===== src/rtl/tdc_pulse_gen.sv =====
// Start/stop pulse-pair generator for exercising a time-to-digital converter.
// Emits N pairs of W-cycle pulses, stop trailing start by D cycles, separated by GAP_CYCLES idle cycles.
module tdc_pulse_gen #(
    parameter int unsigned GAP_CYCLES = 4
) (
    input  logic       clk,
    input  logic       rst,
    input  logic       ena,
    input  logic       cfg_valid,
    output logic       cfg_ready,
    input  logic [7:0] cfg_delay,
    input  logic [3:0] cfg_width,
    input  logic [3:0] cfg_count,
    input  logic       abort,
    output logic       start_o,
    output logic       stop_o,
    output logic       busy,
    output logic       done,
    output logic [4:0] pairs_sent
);

    localparam logic [1:0] IDLE = 2'd0;
    localparam logic [1:0] PAIR = 2'd1;
    localparam logic [1:0] GAP  = 2'd2;

    localparam logic [7:0] GAP_LAST = 8'(GAP_CYCLES - 1);

    logic [1:0] state_q, state_d;
    logic [8:0] t_q, t_d;
    logic [7:0] gap_q, gap_d;
    logic [7:0] dly_q, dly_d;
    logic [3:0] wid_q, wid_d;
    logic [4:0] cnt_q, cnt_d;
    logic [4:0] pairs_q, pairs_d;
    logic       start_q, start_d;
    logic       stop_q, stop_d;
    logic       done_q, done_d;

    logic       accept;
    logic       cancel;
    logic       pair_last;
    logic [4:0] pairs_inc;
    logic [8:0] stop_end_d;

    assign cfg_ready = (state_q == IDLE) && ena && !abort;
    assign accept    = cfg_valid && cfg_ready;
    assign cancel    = abort || !ena;
    assign pairs_inc = pairs_q + 5'd1;
    assign pair_last = (t_q == ({1'b0, dly_q} + {5'b0, wid_q} - 9'd1));

    always_comb begin
        // NOTE: every next-state signal takes a default first so no path leaves it unassigned (no latches).
        state_d = state_q;
        t_d     = t_q;
        gap_d   = gap_q;
        dly_d   = dly_q;
        wid_d   = wid_q;
        cnt_d   = cnt_q;
        pairs_d = pairs_q;
        done_d  = 1'b0;

        case (state_q)
            IDLE: begin
                if (accept) begin
                    state_d = PAIR;
                    t_d     = 9'd0;
                    dly_d   = (cfg_delay == 8'd0) ? 8'd1 : cfg_delay;
                    wid_d   = (cfg_width == 4'd0) ? 4'd1 : cfg_width;
                    cnt_d   = (cfg_count == 4'd0) ? 5'd16 : {1'b0, cfg_count};
                    pairs_d = 5'd0;
                end
            end
            PAIR: begin
                if (cancel) begin
                    state_d = IDLE;
                    t_d     = 9'd0;
                end else if (pair_last) begin
                    pairs_d = pairs_inc;
                    t_d     = 9'd0;
                    if (pairs_inc == cnt_q) begin
                        state_d = IDLE;
                        done_d  = 1'b1;
                    end else begin
                        state_d = GAP;
                        gap_d   = 8'd0;
                    end
                end else begin
                    t_d = t_q + 9'd1;
                end
            end
            GAP: begin
                if (cancel) begin
                    state_d = IDLE;
                end else if (gap_q == GAP_LAST) begin
                    state_d = PAIR;
                    t_d     = 9'd0;
                end else begin
                    gap_d = gap_q + 8'd1;
                end
            end
            default: begin
                state_d = IDLE;
                t_d     = 9'd0;
            end
        endcase
    end

    // Pulses are decoded from next-state values so the output flops line up with t.
    assign stop_end_d = {1'b0, dly_d} + {5'b0, wid_d};

    always_comb begin
        start_d = (state_d == PAIR) && (t_d < {5'b0, wid_d});
        stop_d  = (state_d == PAIR) && (t_d >= {1'b0, dly_d}) && (t_d < stop_end_d);
    end

    // NOTE: sequential state uses non-blocking assignments so all flops update from pre-edge values.
    always_ff @(posedge clk or posedge rst) begin
        if (rst) begin
            state_q <= IDLE;
            t_q     <= 9'd0;
            gap_q   <= 8'd0;
            dly_q   <= 8'd0;
            wid_q   <= 4'd0;
            cnt_q   <= 5'd0;
            pairs_q <= 5'd0;
            start_q <= 1'b0;
            stop_q  <= 1'b0;
            done_q  <= 1'b0;
        end else begin
            state_q <= state_d;
            t_q     <= t_d;
            gap_q   <= gap_d;
            dly_q   <= dly_d;
            wid_q   <= wid_d;
            cnt_q   <= cnt_d;
            pairs_q <= pairs_d;
            start_q <= start_d;
            stop_q  <= stop_d;
            done_q  <= done_d;
        end
    end

    assign start_o    = start_q;
    assign stop_o     = stop_q;
    assign busy       = (state_q != IDLE);
    assign done       = done_q;
    assign pairs_sent = pairs_q;

endmodule


===== config.mk =====
export PLATFORM = sky130hd
export DESIGN_NAME = tdc_pulse_gen
export DESIGN_NICKNAME = d
export VERILOG_FILES = /design/src/rtl/tdc_pulse_gen.sv
export SDC_FILE = /design/constraint.sdc
export NUM_CORES = 1
export LEC_CHECK = 0
export CORE_MARGIN = 8
export CORE_UTILIZATION = 40
export CTS_CLUSTER_DIAMETER = 100
export DETAILED_ROUTE_END_ITERATION = 8
export PLACE_DENSITY = 0.55
export SLEW_MARGIN = 20
export SYNTH_ARGS = -nofsm -noshare
export SYNTH_HDL_FRONTEND = slang
export SYNTH_SLANG_ARGS = --single-unit

===== constraint.sdc =====
create_clock -name clk -period 12.2 [get_ports clk]
set_input_delay 1.22 -clock clk [delete_from_list [all_inputs] [get_ports clk]]
set_output_delay 1.22 -clock clk [all_outputs]
set_load 0.01 [all_outputs]

### After elaboration in Yosys (flattened, before gate mapping)

Cells that the tools add are included.

* register bits: 44
* bits of input ports: 21
* output and inout bits: 10
* word-level logic and storage cells: 84

* add/sub/neg operators: 6
* order comparisons: 3
* eq/ne operators: 12
* muxes and demuxes: 34
* reductions and logical operators: 19

Operators with widths (number)
* 8-bit 2-to-1 mux: 8
* 9-bit 2-to-1 mux: 5
* 9-bit case mux with 3 select lines: 1
* 5-bit 2-to-1 mux: 4
* 8-bit by 4-bit adder with 9-bit output: 2
* 8-bit case mux with 2 select lines: 1
* 2-bit 2-to-1 mux: 6
* 4-bit 2-to-1 mux: 3
* 2-bit inequality test (second input constant): 6
* 5-bit case mux with 2 select lines: 1
* 9-bit by 1-bit adder with 9-bit output (second input constant): 1
* 9-bit == test: 1
* 9-bit by 8-bit greater-or-equal comparator with 1-bit output: 1
* 9-bit by 4-bit < comparator with 1-bit output: 1
* 9-bit < comparator: 1
* 9-bit by 1-bit subtractor with 9-bit output (second input constant): 1
* 8-bit by 1-bit adder with 8-bit output (second input constant): 1
* 8-bit by 2-bit == test with 1-bit output (second input constant): 1
* 4-bit logical NOT: 2
* 8-bit logical NOT: 1
* 1-bit logical AND: 6
* 2-bit case mux with 3 select lines: 1
* 6-bit AND reduction: 1
* 2-bit nonzero test: 3
* 10 further kinds: 15

### Logic depth before layout (Yosys ltp)

Gate-level depths: netlist of the first run.

* depth in word-level cells: 9
* depth in mapped cells: 22
* depth with buffers taken out: 22

### Least setup slack after synthesis of the first run

Ideal clock, no wire load.

* path kind: input to register
* from: input port abort
* to: register stop_q (netlist: stop_o)
* setup time: 78 ps
* arrival time: 4852 ps
* data required time: 12122 ps
* setup slack: 7271 ps
* cell stages on the path: 22
* path buffers: 2
* cell sequence: nand2b_1 > nor2_1 > nand2_1 > buf_1 > clkbuf_1 > mux2i_1 > inv_1 > ha_1 > a21o_1 > a21oi_1 > inv_1 > a21oi_1 > nor2_1 > xnor2_1 > ha_1 > a21oi_1 > nor2b_1 > o21ai_0 > nand2b_1 > a211oi_1 > and3_1 > a21boi_1

* cells in the longest elaborated chain, start to end: 8
* elaborated cells between the ends (all ways): 22
* those cells by class: 1 x add/sub; 2 x order compare; 1 x eq/ne; 12 x mux; 6 x reduce/logical

Ends and longest elaborated chain
* start, declared: line 14 `input logic abort,`
* 1-bit logical NOT *: line 45 `assign cfg_ready = (state_q == IDLE) && ena && !abort;`
* 1-bit logical AND *: line 45
* net cfg_ready: line 10 `output logic cfg_ready,`
* 1-bit logical AND *: line 46 `assign accept = cfg_valid && cfg_ready;`
* 8-bit 2-to-1 mux *: line 64 `if (accept) begin`
* 8-bit 2-to-1 mux *: line 62 `case (state_q)`
* net dly_d[1]: line 31 `logic [7:0] dly_q, dly_d;`
* 8-bit by 4-bit adder with 9-bit output or 9-bit by 8-bit greater-or-equal comparator with 1-bit output (tied branches): line 109, 113
* 9-bit < comparator or 1-bit logical AND (tied branches): line 113 `stop_d = (state_d == PAIR) && (t_d >= {1'b0, dly_d}) && (t_d < stop_end_d);`
* 1-bit logical AND *: line 113
* net stop_d: line 36 `logic stop_q, stop_d;`
* end signal, assigned: line 138 `stop_q <= stop_d;`
* end, declared: line 36

Mark *: on every way through the listed nets, which the timed path passes. The rest lies on a longest branch.
A chain may end at the register's enable or synchronous reset.

### Worst setup path after layout of the first run

* from: input port abort
* to: register stop_q (netlist: stop_o)

* cells in the longest elaborated chain, start to end: 8
* elaborated cells between the ends (all ways): 22
* those cells by class: 1 x add/sub; 2 x order compare; 1 x eq/ne; 12 x mux; 6 x reduce/logical

Ends and longest elaborated chain (line)
* 1-bit logical NOT *: 45
* 1-bit logical AND *: 45
* 1-bit logical AND *: 46
* 8-bit 2-to-1 mux *: 64
* 8-bit 2-to-1 mux *: 62
* net dly_d[1]: 31
* 8-bit by 4-bit adder with 9-bit output or 9-bit by 8-bit greater-or-equal comparator with 1-bit output (tied branches): 109, 113
* 9-bit < comparator or 1-bit logical AND (tied branches): 113
* 1-bit logical AND *: 113
* net stop_d: 36

Marks and branches as above.

==> results of run 1 <==
-- metal layers --
layer,vias up,part of all wire
li1,1410,-
met1,1334,0.43
met2,42,0.52
met3,12,0.031
met4,0,0.018
met5,-,0
-- worst max-delay path, stage by stage --
cell and delay, ps:
clkdlybuf4s50_1 460, nand2b_1 160, nor2_1 80, nand2_1 60, buf_4 310, mux2i_1 310
inv_1 130, ha_1 310, a21o_1 160, a21oi_1 220, inv_1 60, a21oi_1 180
nor2_1 70, xnor2_1 150, ha_1 280, a21oi_1 130, nor2b_1 50, o21ai_0 140
nand2b_1 70, a211oi_1 230, and3_1 170, a21boi_1 170
-- state kept, by name (all words and copies together) (netlist names) --
signal      count
t_q             9
done            1
cnt_q           5
gap_q           8
dly_q           8
pairs_sent      5
start_o         1
wid_q           4
state_q         2
stop_o          1
-- report_power, final --
part,switching [mW],leakage [nW],internal [mW]
clock network,0.0538,0.0503,0.0506
logic,0.149,1.22,0.126
registers,0.0232,0.570,0.166
total,0.226,1.84,0.343
-- how the worst max path moves through the flow --
| stage | startpoint | endpoint | slack [ps] | cells past startpoint |
|---|---|---|---|---|
| floorplan | abort | stop_o$_DFF_PP0_ | 7270 | 22 |
| global placement | abort | stop_o$_DFF_PP0_ | 7040 | 20 |
| detailed placement | abort | stop_o$_DFF_PP0_ | 6940 | 20 |
| CTS | abort | stop_o$_DFF_PP0_ | 7250 | 22 |
| global route | abort | stop_o$_DFF_PP0_ | 6880 | 22 |
| finish | abort | stop_o$_DFF_PP0_ | 7290 | 22 |
-- placed cells by master, fill, tap and decap left out, drive strengths merged, types with 7 or more instances in the layout --
| cell type | Yosys | routed |
|---|---|---|
| a21o | 12 | 12 |
| a21oi | 24 | 24 |
| and3 | 9 | 9 |
| clkbuf | 6 | 7 |
| clkdlybuf4s50 | 0 | 30 |
| dfrtp | 44 | 44 |
| ha | 32 | 32 |
| inv | 37 | 36 |
| mux2i | 11 | 11 |
| nand2 | 21 | 21 |
| nand2b | 12 | 12 |
| nand3 | 16 | 16 |
| nor2 | 21 | 21 |
| nor3 | 10 | 10 |
| o21ai | 31 | 31 |
| xnor2 | 18 | 18 |
| xor2 | 8 | 8 |
-- logic make-up (layout without fill, tap and decap cells) --
kind of cell | Yosys count | after routing | share of synthesized area
xor gates and xnor gates | 26 | 26 | 0.0680
and+or+nand+nor | 118 | 118 | 0.183
adders and majority gates | 34 | 34 | 0.131
DFF | 44 | 44 | 0.329
muxes | 15 | 15 | 0.0463
AOI/OAI and AO/OA | 97 | 97 | 0.192
buffers and inverters | 45 | 75 | 0.0508
-- final cells by class --
class,instances,area share
sequential,44,0.286
inverter,37,0.0364
tap,105,0.0341
multi-input combinational,290,0.539
timing repair buffer,31,0.0798
clock buffer,7,0.0250
-- through the flow --
step,cells,worst slack (ps)
after floorplan,379,7270
after detailed placement,507,6940
after global placement,507,7040
after CTS,514,7250
after global routing,514,6880
final,514,7290
==> flow_metrics.py, run 1 <==
metrics = {
    "routing": {
        "wl_per_cell_um": 15.9,
        "drt_wl_total_um": 8170,
        "avgViaCountPerCell": 5.44,
        "route.detailed.drc": 0,
        "via_count": 2798,
        "drt-pass1-iter-count": 4,
        "drtAntennaViolNets": 0,
        "drt_first_iter_violations": 82,
    },
    "placed_design": {
        "dp_hpwl_um": 6450,
        "io_buffers": 30,
        "routabilityCongestion": 0.827,
        "post_dp_cell_area_um2": 3760,
    },
    "layout": {
        "nNetsFinal": 464,
        "seqCellArea_um2": 1100,
        "final_core_util": 0.472,
        "diodes": 0,
        "multi_input_area_um2": 2080,
        "area_delta_synth_final_pct": 15.1,
        "fillers": 790,
        "drive_gt1_frac": 0.0538,
        "postLayoutCellArea_um2": 3850,
    },
    "sta": {
        "slew_viol_final": 0,
        "final.setup_skew_ps": 7.22,
        "hold_ws_ps": 501,
        "post-route-period-util": 0.403,
        "slew_headroom": 0.458,
        "hold_viol_final": 0,
        "post-route-min-period_ps": 4910,
        "clock.fmax_mhz": 204,
        "rsz0062_at_grt": "false",
        "setup_viol": 0,
        "setup_tns_ps": 0,
        "worst_pin_slew_ps": 812,
    },
    "synth": {
        "yosys.area.top_type": "dfrtp_1",
        "synth_most_common_cell": "dfrtp_1",
        "ys_ff_latch": 44,
        "yosys_warnings": 0,
        "netlist.area_leader.share": 0.329,
        "syn-num-nets": 434,
        "syn_area_per_cell_um2": 8.84,
        "syn_area_um2": 3350,
        "synth-main-ff-cell": "dfrtp_1",
        "synth_edf_count": 0,
        "netlist-cell-type-count": 53,
        "synthTopCellsByCount": "44 x dfrtp_1, 36 x inv_1, 32 x ha_1",
        "synthCells": 379,
        "synthArstFlopShare": 1.00,
        "ys_top_cells_by_area": "dfrtp_1 33%, ha_1 12%, xnor2_1 4.7%",
        "yosysSeqAreaShare": 0.329,
    },
    "clock_tree": {
        "cts_hold_buf": 0,
        "ctsResizeCount": 0,
        "clockRootBuffer": "clkbuf_8",
        "cts_sinks": 44,
        "cts_buffer_depth": 2,
        "cts_buffers": 5,
        "htree_levels": 2,
        "path_clk_slew_ps": 90,
        "cts_tree": "done",
        "clk_latency_ps": 300,
        "post_cts_buffers": 0,
    },
    "worst_hold_path": {
        "min-delay-start": "gap_q[7]$_DFFE_PP0P_",
        "worst_hold_path.num_cells": 1,
        "holdPathEnd": "gap_q[7]$_DFFE_PP0P_",
        "hp-class": "reg2reg",
    },
    "global_route": {
        "track_usage": 0.153,
        "gr-usage-met2": 0.274,
        "globalRoute.totalOverflow": 0,
        "antenna_found_initial": 0,
        "busiest_layer": "met2",
        "grt_max_degree": 45,
        "grt_use_met1": 0.182,
        "gr-usage-met3": 0.0240,
        "grt_pass1_vias": 2903,
        "grt_pass1_wl_um": 14100,
    },
    "worst_setup_path": {
        "cp.arrival_ps": 5140,
        "required_ps": 12430,
        "rrSetupSlack_ps": 7410,
        "start_kind": "input pin",
        "critical_path_class": "in2reg",
        "critPathMaxFanout": 22,
        "critPathCaptureType": "flop",
        "reg2reg_to": "stop_o$_DFF_PP0_",
        "ff2ff_path_depth": 20,
        "r2r_start": "dly_q[1]$_DFF_PP0_",
    },
    "die": {
        "die_x_um": 108,
        "core.rowCount": 33,
        "die_h_um": 108,
        "ios": 31,
        "fp.dieArea_um2": 11600,
        "core_region_area_um2": 8180,
        "initial_core_util": 0.410,
    },
    "run": {
        "maxCapViolCount": 0,
    },
    "power": {
        "powerDensity_nw_per_um2": 148,
        "peakVddDrop_v": 0.0000695,
        "p_total_uw": 569,
        "leakage_nw": 1.84,
    },
    "outcome": {
        "outcome": "complete, no violations",
    },
}
(Power assumes the default switching activity.)
==> run 2: changes to the inputs <==
--- a/config.mk
+++ b/config.mk
@@ -9,7 +9,7 @@
 export CORE_UTILIZATION = 40
 export CTS_CLUSTER_DIAMETER = 100
 export DETAILED_ROUTE_END_ITERATION = 8
-export PLACE_DENSITY = 0.55
+export PLACE_DENSITY = 0.57
 export SLEW_MARGIN = 20
 export SYNTH_ARGS = -nofsm -noshare
 export SYNTH_HDL_FRONTEND = slang
==> constraint.sdc (replaced) <==
create_clock -name clk -period 4.1 [get_ports clk]
set_input_delay 0.41 -clock clk [delete_from_list [all_inputs] [get_ports clk]]
set_output_delay 0.41 -clock clk [all_outputs]
set_load 0.01 [all_outputs]
==> run 2 against run 1 <==
  * The run now ends with negative setup slack left
  * Utilization rose by 6.7 points
  * Global-route usage rose by 0.29 points
  * Combinational power grew to 3.9 times the previous value
  * Power grew to 3.4 times the previous value
  * Sequential cell count is the same
  * Non-clock buffer count up 59
  * Clock skew about the same
  * Sequential power rose to 3.0 times the previous value
  * Via count grew 7.4%
  * Critical path depth stayed put
  * Register-to-register slack lost 7500 ps
  * Highest routed layer unchanged
==> flow_metrics.py, run 2 (same netlist as run 1, synthesis figures left out) <==
metrics = {
    "outcome": {
        "outcome": "finished, violations left",
        "violations": "negative setup slack",
    },
    "global_route": {
        "antenna_found_initial": 0,
        "globalRoute.totalOverflow": 0,
        "grt_max_degree": 45,
        "grt_pass1_vias": 3061,
        "grt_pass1_wl_um": 14500,
        "track_usage": 0.156,
    },
    "die": {
        "die_h_um": 108,
        "core_region_area_um2": 8180,
        "core.rowCount": 33,
        "initial_core_util": 0.410,
        "fp.dieArea_um2": 11600,
        "die_x_um": 108,
        "ios": 31,
    },
    "worst_hold_path": {
        "holdPathEnd": "cnt_q[4]$_DFFE_PP0P_",
        "hp-class": "reg2reg",
        "min-delay-start": "cnt_q[4]$_DFFE_PP0P_",
        "worst_hold_path.num_cells": 2,
    },
    "power": {
        "powerDensity_nw_per_um2": 438,
        "leakage_nw": 2.14,
        "peakVddDrop_v": 0.000193,
        "p_clk_frac": 0.152,
        "p_int_mw": 1.18,
        "power_frac_comb": 0.557,
        "pwr-share-seq": 0.291,
        "switching_share": 0.390,
        "power.switching_uw": 753,
    },
    "worst_setup_path": {
        "reg2reg_to": "stop_o$_DFF_PP0_",
        "required_ps": 4280,
        "rrSetupSlack_ps": -40,
        "cp.arrival_ps": 4330,
        "critPathMaxFanout": 3,
        "critical_path_class": "reg2reg",
        "worstPathCellList": "inv_1 -> ha_1 -> inv_1 -> ha_2 -> inv_2 -> fa_1 -> xnor2_1 -> nor3_1 -> nand4_1 -> a2111oi_4 -> a21o_1 -> buf_4 -> nor2_1 -> nor3b_2 -> nor2_2 -> ha_1 -> and3_1 -> nand3_2 -> nor2_2 -> o221ai_1 -> and3_1 -> a21boi_2",
        "r2r_start": "dly_q[1]$_DFF_PP0_",
        "slowest_delay_ps": 460,
        "critPathCaptureType": "flop",
        "start_kind": "flop",
        "slowest_stage": "fa_1",
        "ff2ff_path_depth": 22,
    },
    "routing": {
        "route.detailed.drc": 0,
        "drt_first_iter_violations": 104,
        "via_count": 3006,
        "drt_wl_total_um": 8680,
        "drtAntennaViolNets": 0,
        "wl_per_cell_um": 15.1,
        "avgViaCountPerCell": 5.24,
        "drt-pass1-iter-count": 4,
    },
    "clock_tree": {
        "clockRootBuffer": "clkbuf_8",
        "cts_sinks": 44,
        "cts_buffer_depth": 2,
        "cts_buffers": 5,
        "clk_latency_ps": 300,
        "cts_tree": "done",
        "htree_levels": 2,
        "cts_hold_buf": 0,
        "path_clk_slew_ps": 90,
    },
    "layout": {
        "final_cell_mix": "60 x buf_4, 44 x dfrtp_1, 34 x inv_1",
        "largest_reg_flops": 9,
        "diodes": 0,
        "final_core_util": 0.538,
        "nNetsFinal": 523,
        "postLayoutCellArea_um2": 4400,
        "mostFrequentLayoutCell": "buf_4",
        "reg_top3": "t_q (9), dly_q (8), gap_q (8)",
        "area_delta_synth_final_pct": 31.4,
        "regMostFlops": "t_q",
        "drive_gt1_frac": 0.224,
    },
    "placed_design": {
        "routabilityCongestion": 0.863,
        "preCtsSetupSlack_ps": -492,
        "dp_hpwl_um": 6910,
        "post_dp_cell_area_um2": 4130,
        "io_buffers": 30,
    },
    "sta": {
        "hold_viol_final": 0,
        "post-route-min-period_ps": 4140,
        "slew_headroom": 0.476,
        "post-route-period-util": 1.01,
        "rsz0062_at_grt": "true",
        "worst_pin_slew_ps": 785,
        "clock.fmax_mhz": 241,
        "fin_ws_ps": -42.3,
        "setup_tns_ps": -42.3,
        "setup_viol": 1,
        "final.setup_skew_ps": 7.53,
        "slew_viol_final": 0,
    },
    "run": {
        "maxCapViolCount": 0,
    },
}
## run 2: critical path: cells and delay by family (launching register included)
kind / cells / cell delay (ps)
simple gates: 9 / 1310
fa+ha+maj: 4 / 1200
compound gates: 4 / 760
flops: 1 / 350
buf+inv: 4 / 270
xor+xnor: 1 / 140
## run 2: final cells by class
class / count / area [um^2]
fillers: 761 / 3770
repair buffers: 90 / 751
flip-flops and latches: 44 / 1100
inverters: 37 / 140
well taps: 105 / 131
clock buffers: 8 / 90.1
multi-input cells: 290 / 2190
## run 2: power by group through the flow
stage                     combinational (mW)  clock, mW  sequential [mW]
after global routing                    1.19      0.322            0.573
after global placement                 0.981          0            0.569
after CTS                               1.06      0.304            0.563
after floorplan                        0.639          0            0.550
after detailed placement               0.997          0            0.572
final                                   1.07      0.293            0.562
## run 2: per-layer routing
metal  global-route usage  wire length, um  up-vias
met2                0.263             4030       50
met1                0.197             4180     1425
met5                    0                0        -
met3               0.0281              309       16
li1                     -                -     1515
met4               0.0446              171        0
## run 2: repair_timing
action / CTS / global route
hold endpoints to repair: 0 / 0
pin swaps: 8 / 1
resized for setup: 17 / 10
setup buffers: 12 / 1
setup endpoints to repair: 1 / 2
## run 2: worst max-delay path by stage
stage | start | to | cells after the start
after floorplan | state_q[1]$_DFF_PP0_ | stop_o$_DFF_PP0_ | 20
after global placement | abort | stop_o$_DFF_PP0_ | 22
after detailed placement | abort | stop_o$_DFF_PP0_ | 22
after CTS | dly_q[1]$_DFF_PP0_ | stop_o$_DFF_PP0_ | 21
after global routing | dly_q[1]$_DFF_PP0_ | stop_o$_DFF_PP0_ | 21
final | dly_q[1]$_DFF_PP0_ | stop_o$_DFF_PP0_ | 22
## run 2: per-stage QoR
step                      hold slack [ps]  power [mW]  cells
after global placement                491        1.55    556
after global routing                  549        2.09    574
after detailed placement              507        1.57    556
after floorplan                       463        1.19    379
final                                 517        1.93    574
after CTS                             527        1.93    576
==> run 3: changes to the inputs <==
--- a/config.mk
+++ b/config.mk
@@ -9,7 +9,9 @@
 export CORE_UTILIZATION = 40
 export CTS_CLUSTER_DIAMETER = 100
 export DETAILED_ROUTE_END_ITERATION = 8
-export PLACE_DENSITY = 0.57
+export GPL_TIMING_DRIVEN = 0
+export PLACE_DENSITY = 0.67
+export SETUP_SLACK_MARGIN = 0.4
 export SLEW_MARGIN = 20
 export SYNTH_ARGS = -nofsm -noshare
 export SYNTH_HDL_FRONTEND = slang
==> run 3 against run 2 <==
  * Sequential share of layout area shrank 0.14 points
  * Register-to-register slack worse by 80 ps
  * Combinational power shrank 7%
  * Sequential cell count is the same
  * Via count decreased by 0.60%
  * First-iteration DRC count is 71% higher
  * Utilization up 0.31 points
  * Global-route usage down 0.93 points
  * Largest cell class unchanged
  * The flow still finishes with violations (negative setup slack)
  * Non-clock buffer count shrank 27
  * Clock skew hardly changed
  * Highest routed layer unchanged
  * Wire length fell by 0.93%
  * Final area increased by 0.57%
==> flow_metrics.py, run 3 (same netlist as run 1, synthesis figures left out) <==
metrics = {
    "outcome": {
        "outcome": "finished, violations left",
        "violations": "negative setup slack",
    },
    "global_route": {
        "grt_max_degree": 24,
        "antenna_found_initial": 0,
        "gr-usage-met3": 0.0281,
        "globalRoute.totalOverflow": 0,
        "track_usage": 0.146,
        "grt_pass1_vias": 3071,
        "grt_pass1_wl_um": 13900,
        "busiest_layer": "met2",
        "grt_use_met1": 0.178,
        "gr-usage-met2": 0.257,
    },
    "layout": {
        "mostFrequentLayoutCell": "dfrtp_1",
        "nNetsFinal": 496,
        "reg_top3": "t_q (9), dly_q (8), gap_q (8)",
        "final_cell_mix": "44 x dfrtp_1, 33 x inv_1, 30 x clkdlybuf4s50_1",
        "area_delta_synth_final_pct": 32.2,
        "multi_input_area_um2": 2350,
        "fillers": 733,
        "regMostFlops": "t_q",
        "seqCellArea_um2": 1100,
        "final_core_util": 0.541,
        "largest_reg_flops": 9,
        "fin_cells": 547,
        "postLayoutCellArea_um2": 4430,
        "diodes": 0,
        "drive_gt1_frac": 0.222,
    },
    "clock_tree": {
        "cts_buffers": 5,
        "cts_hold_buf": 0,
        "htree_levels": 2,
        "path_clk_slew_ps": 80,
        "clk_latency_ps": 300,
        "cts_tree": "done",
        "cts_sinks": 44,
        "cts_buffer_depth": 2,
        "clockRootBuffer": "clkbuf_8",
    },
    "die": {
        "initial_core_util": 0.410,
        "die_h_um": 108,
        "die_x_um": 108,
        "core_region_area_um2": 8180,
        "fp.dieArea_um2": 11600,
        "core.rowCount": 33,
        "ios": 31,
    },
    "placed_design": {
        "routabilityCongestion": 0.806,
        "placed_cells": 515,
        "post_dp_cell_area_um2": 3850,
        "dp_hpwl_um": 6380,
        "preCtsSetupSlack_ps": -887,
        "io_buffers": 30,
    },
    "sta": {
        "rsz0062_at_grt": "true",
        "post-route-period-util": 1.03,
        "setup_tns_ps": -165,
        "fin_ws_ps": -125,
        "slew_headroom": 0.639,
        "setup_viol": 2,
        "clock.fmax_mhz": 237,
        "final.setup_skew_ps": 7.78,
        "worst_pin_slew_ps": 540,
        "slew_viol_final": 0,
        "post-route-min-period_ps": 4220,
        "hold_ws_ps": 479,
        "hold_viol_final": 0,
    },
    "worst_setup_path": {
        "slowest_delay_ps": 550,
        "required_ps": 4290,
        "critPathCaptureType": "flop",
        "critPathMaxFanout": 4,
        "worstPathCellList": "inv_1 -> ha_1 -> inv_1 -> ha_2 -> inv_2 -> fa_2 -> xnor2_2 -> nor3_2 -> nand4_1 -> a2111oi_4 -> a21o_1 -> nor2_1 -> o21ai_2 -> o21ai_2 -> ha_1 -> a21o_1 -> a21o_1 -> a211oi_2 -> o41a_1 -> a21boi_2",
        "critical_path_class": "reg2reg",
        "slowest_stage": "fa_2",
        "start_kind": "flop",
        "ff2ff_path_depth": 20,
        "crit_top_cell": "a21o_1",
        "cp.arrival_ps": 4410,
    },
    "routing": {
        "via_count": 2988,
        "drt_first_iter_violations": 178,
        "wl_per_cell_um": 15.7,
        "avgViaCountPerCell": 5.46,
        "drt_wl_total_um": 8600,
        "drtAntennaViolNets": 0,
        "route.detailed.drc": 0,
        "drt-pass1-iter-count": 4,
    },
    "power": {
        "power.switching_uw": 744,
        "power_frac_comb": 0.539,
        "peakVddDrop_v": 0.000249,
        "p_clk_frac": 0.157,
        "p_int_mw": 1.10,
        "switching_share": 0.403,
        "powerDensity_nw_per_um2": 417,
        "leakage_nw": 2.07,
        "p_total_mw": 1.85,
        "pwr-share-seq": 0.304,
    },
    "worst_hold_path": {
        "hp-class": "in2async",
    },
    "run": {
        "maxCapViolCount": 0,
    },
}
==> run 3: layer usage <==
metal  share of wire  wire (um)  vias to the layer above
li1                -          -                     1477
met1            0.45       3850                     1450
met2            0.50       4280                       50
met3           0.041        357                       11
met4           0.014        117                        0
met5               0          0                        -
==> run 3: layout make-up <==
class                           count  share of cell area
Multi-Input combinational cell    290               0.530
Sequential cell                    44               0.249
Timing Repair Buffer               55               0.124
Inverter                           37              0.0314
Tap cell                          105              0.0297
Clock buffer                        8              0.0204
Buffer                              8              0.0155
==> run 3: path summary, 6_finish.rpt <==
path,from,to,slack (ps)
worst min register to register,cnt_q[4]$_DFFE_PP0P_,cnt_q[4]$_DFFE_PP0P_,510
worst max register to register,wid_q[1]$_DFF_PP0_,stop_o$_DFF_PP0_,-120
max in group asynchronous,rst,dly_q[4]$_DFF_PP0_,3120
worst min-delay path,rst,done$_DFF_PP0_,480
min in group clk,cnt_q[4]$_DFFE_PP0P_,cnt_q[4]$_DFFE_PP0P_,510
worst max-delay path,wid_q[1]$_DFF_PP0_,stop_o$_DFF_PP0_,-120
==> run 3: what timing repair did <==
item	4_1_cts	5_1_grt
buffers inserted	19	5
cloned	0	0
endpoints found under the setup margin	8	10
pin swaps	17	21
resized for setup	30	47
==> run 3: critical path, delay by kind of cell (launching register included) <==
| family | cells | cell delay (ps) |
|---|---|---|
| compound gates | 9 | 1750 |
| flops | 1 | 400 |
| buf+inv | 3 | 160 |
| fa+ha+maj | 4 | 1340 |
| xor+xnor | 1 | 70 |
| simple gates | 3 | 400 |
==> run 3: power by group through the flow <==
| stage | Sequential (mW) | Combinational, mW | Clock, mW |
|---|---|---|---|
| final | 0.560 | 0.996 | 0.290 |
| after detailed placement | 0.564 | 0.870 | 0 |
| after global placement | 0.561 | 0.838 | 0 |
| after CTS | 0.554 | 0.926 | 0.294 |
| after global routing | 0.569 | 1.11 | 0.309 |
| after floorplan | 0.550 | 0.669 | 0 |
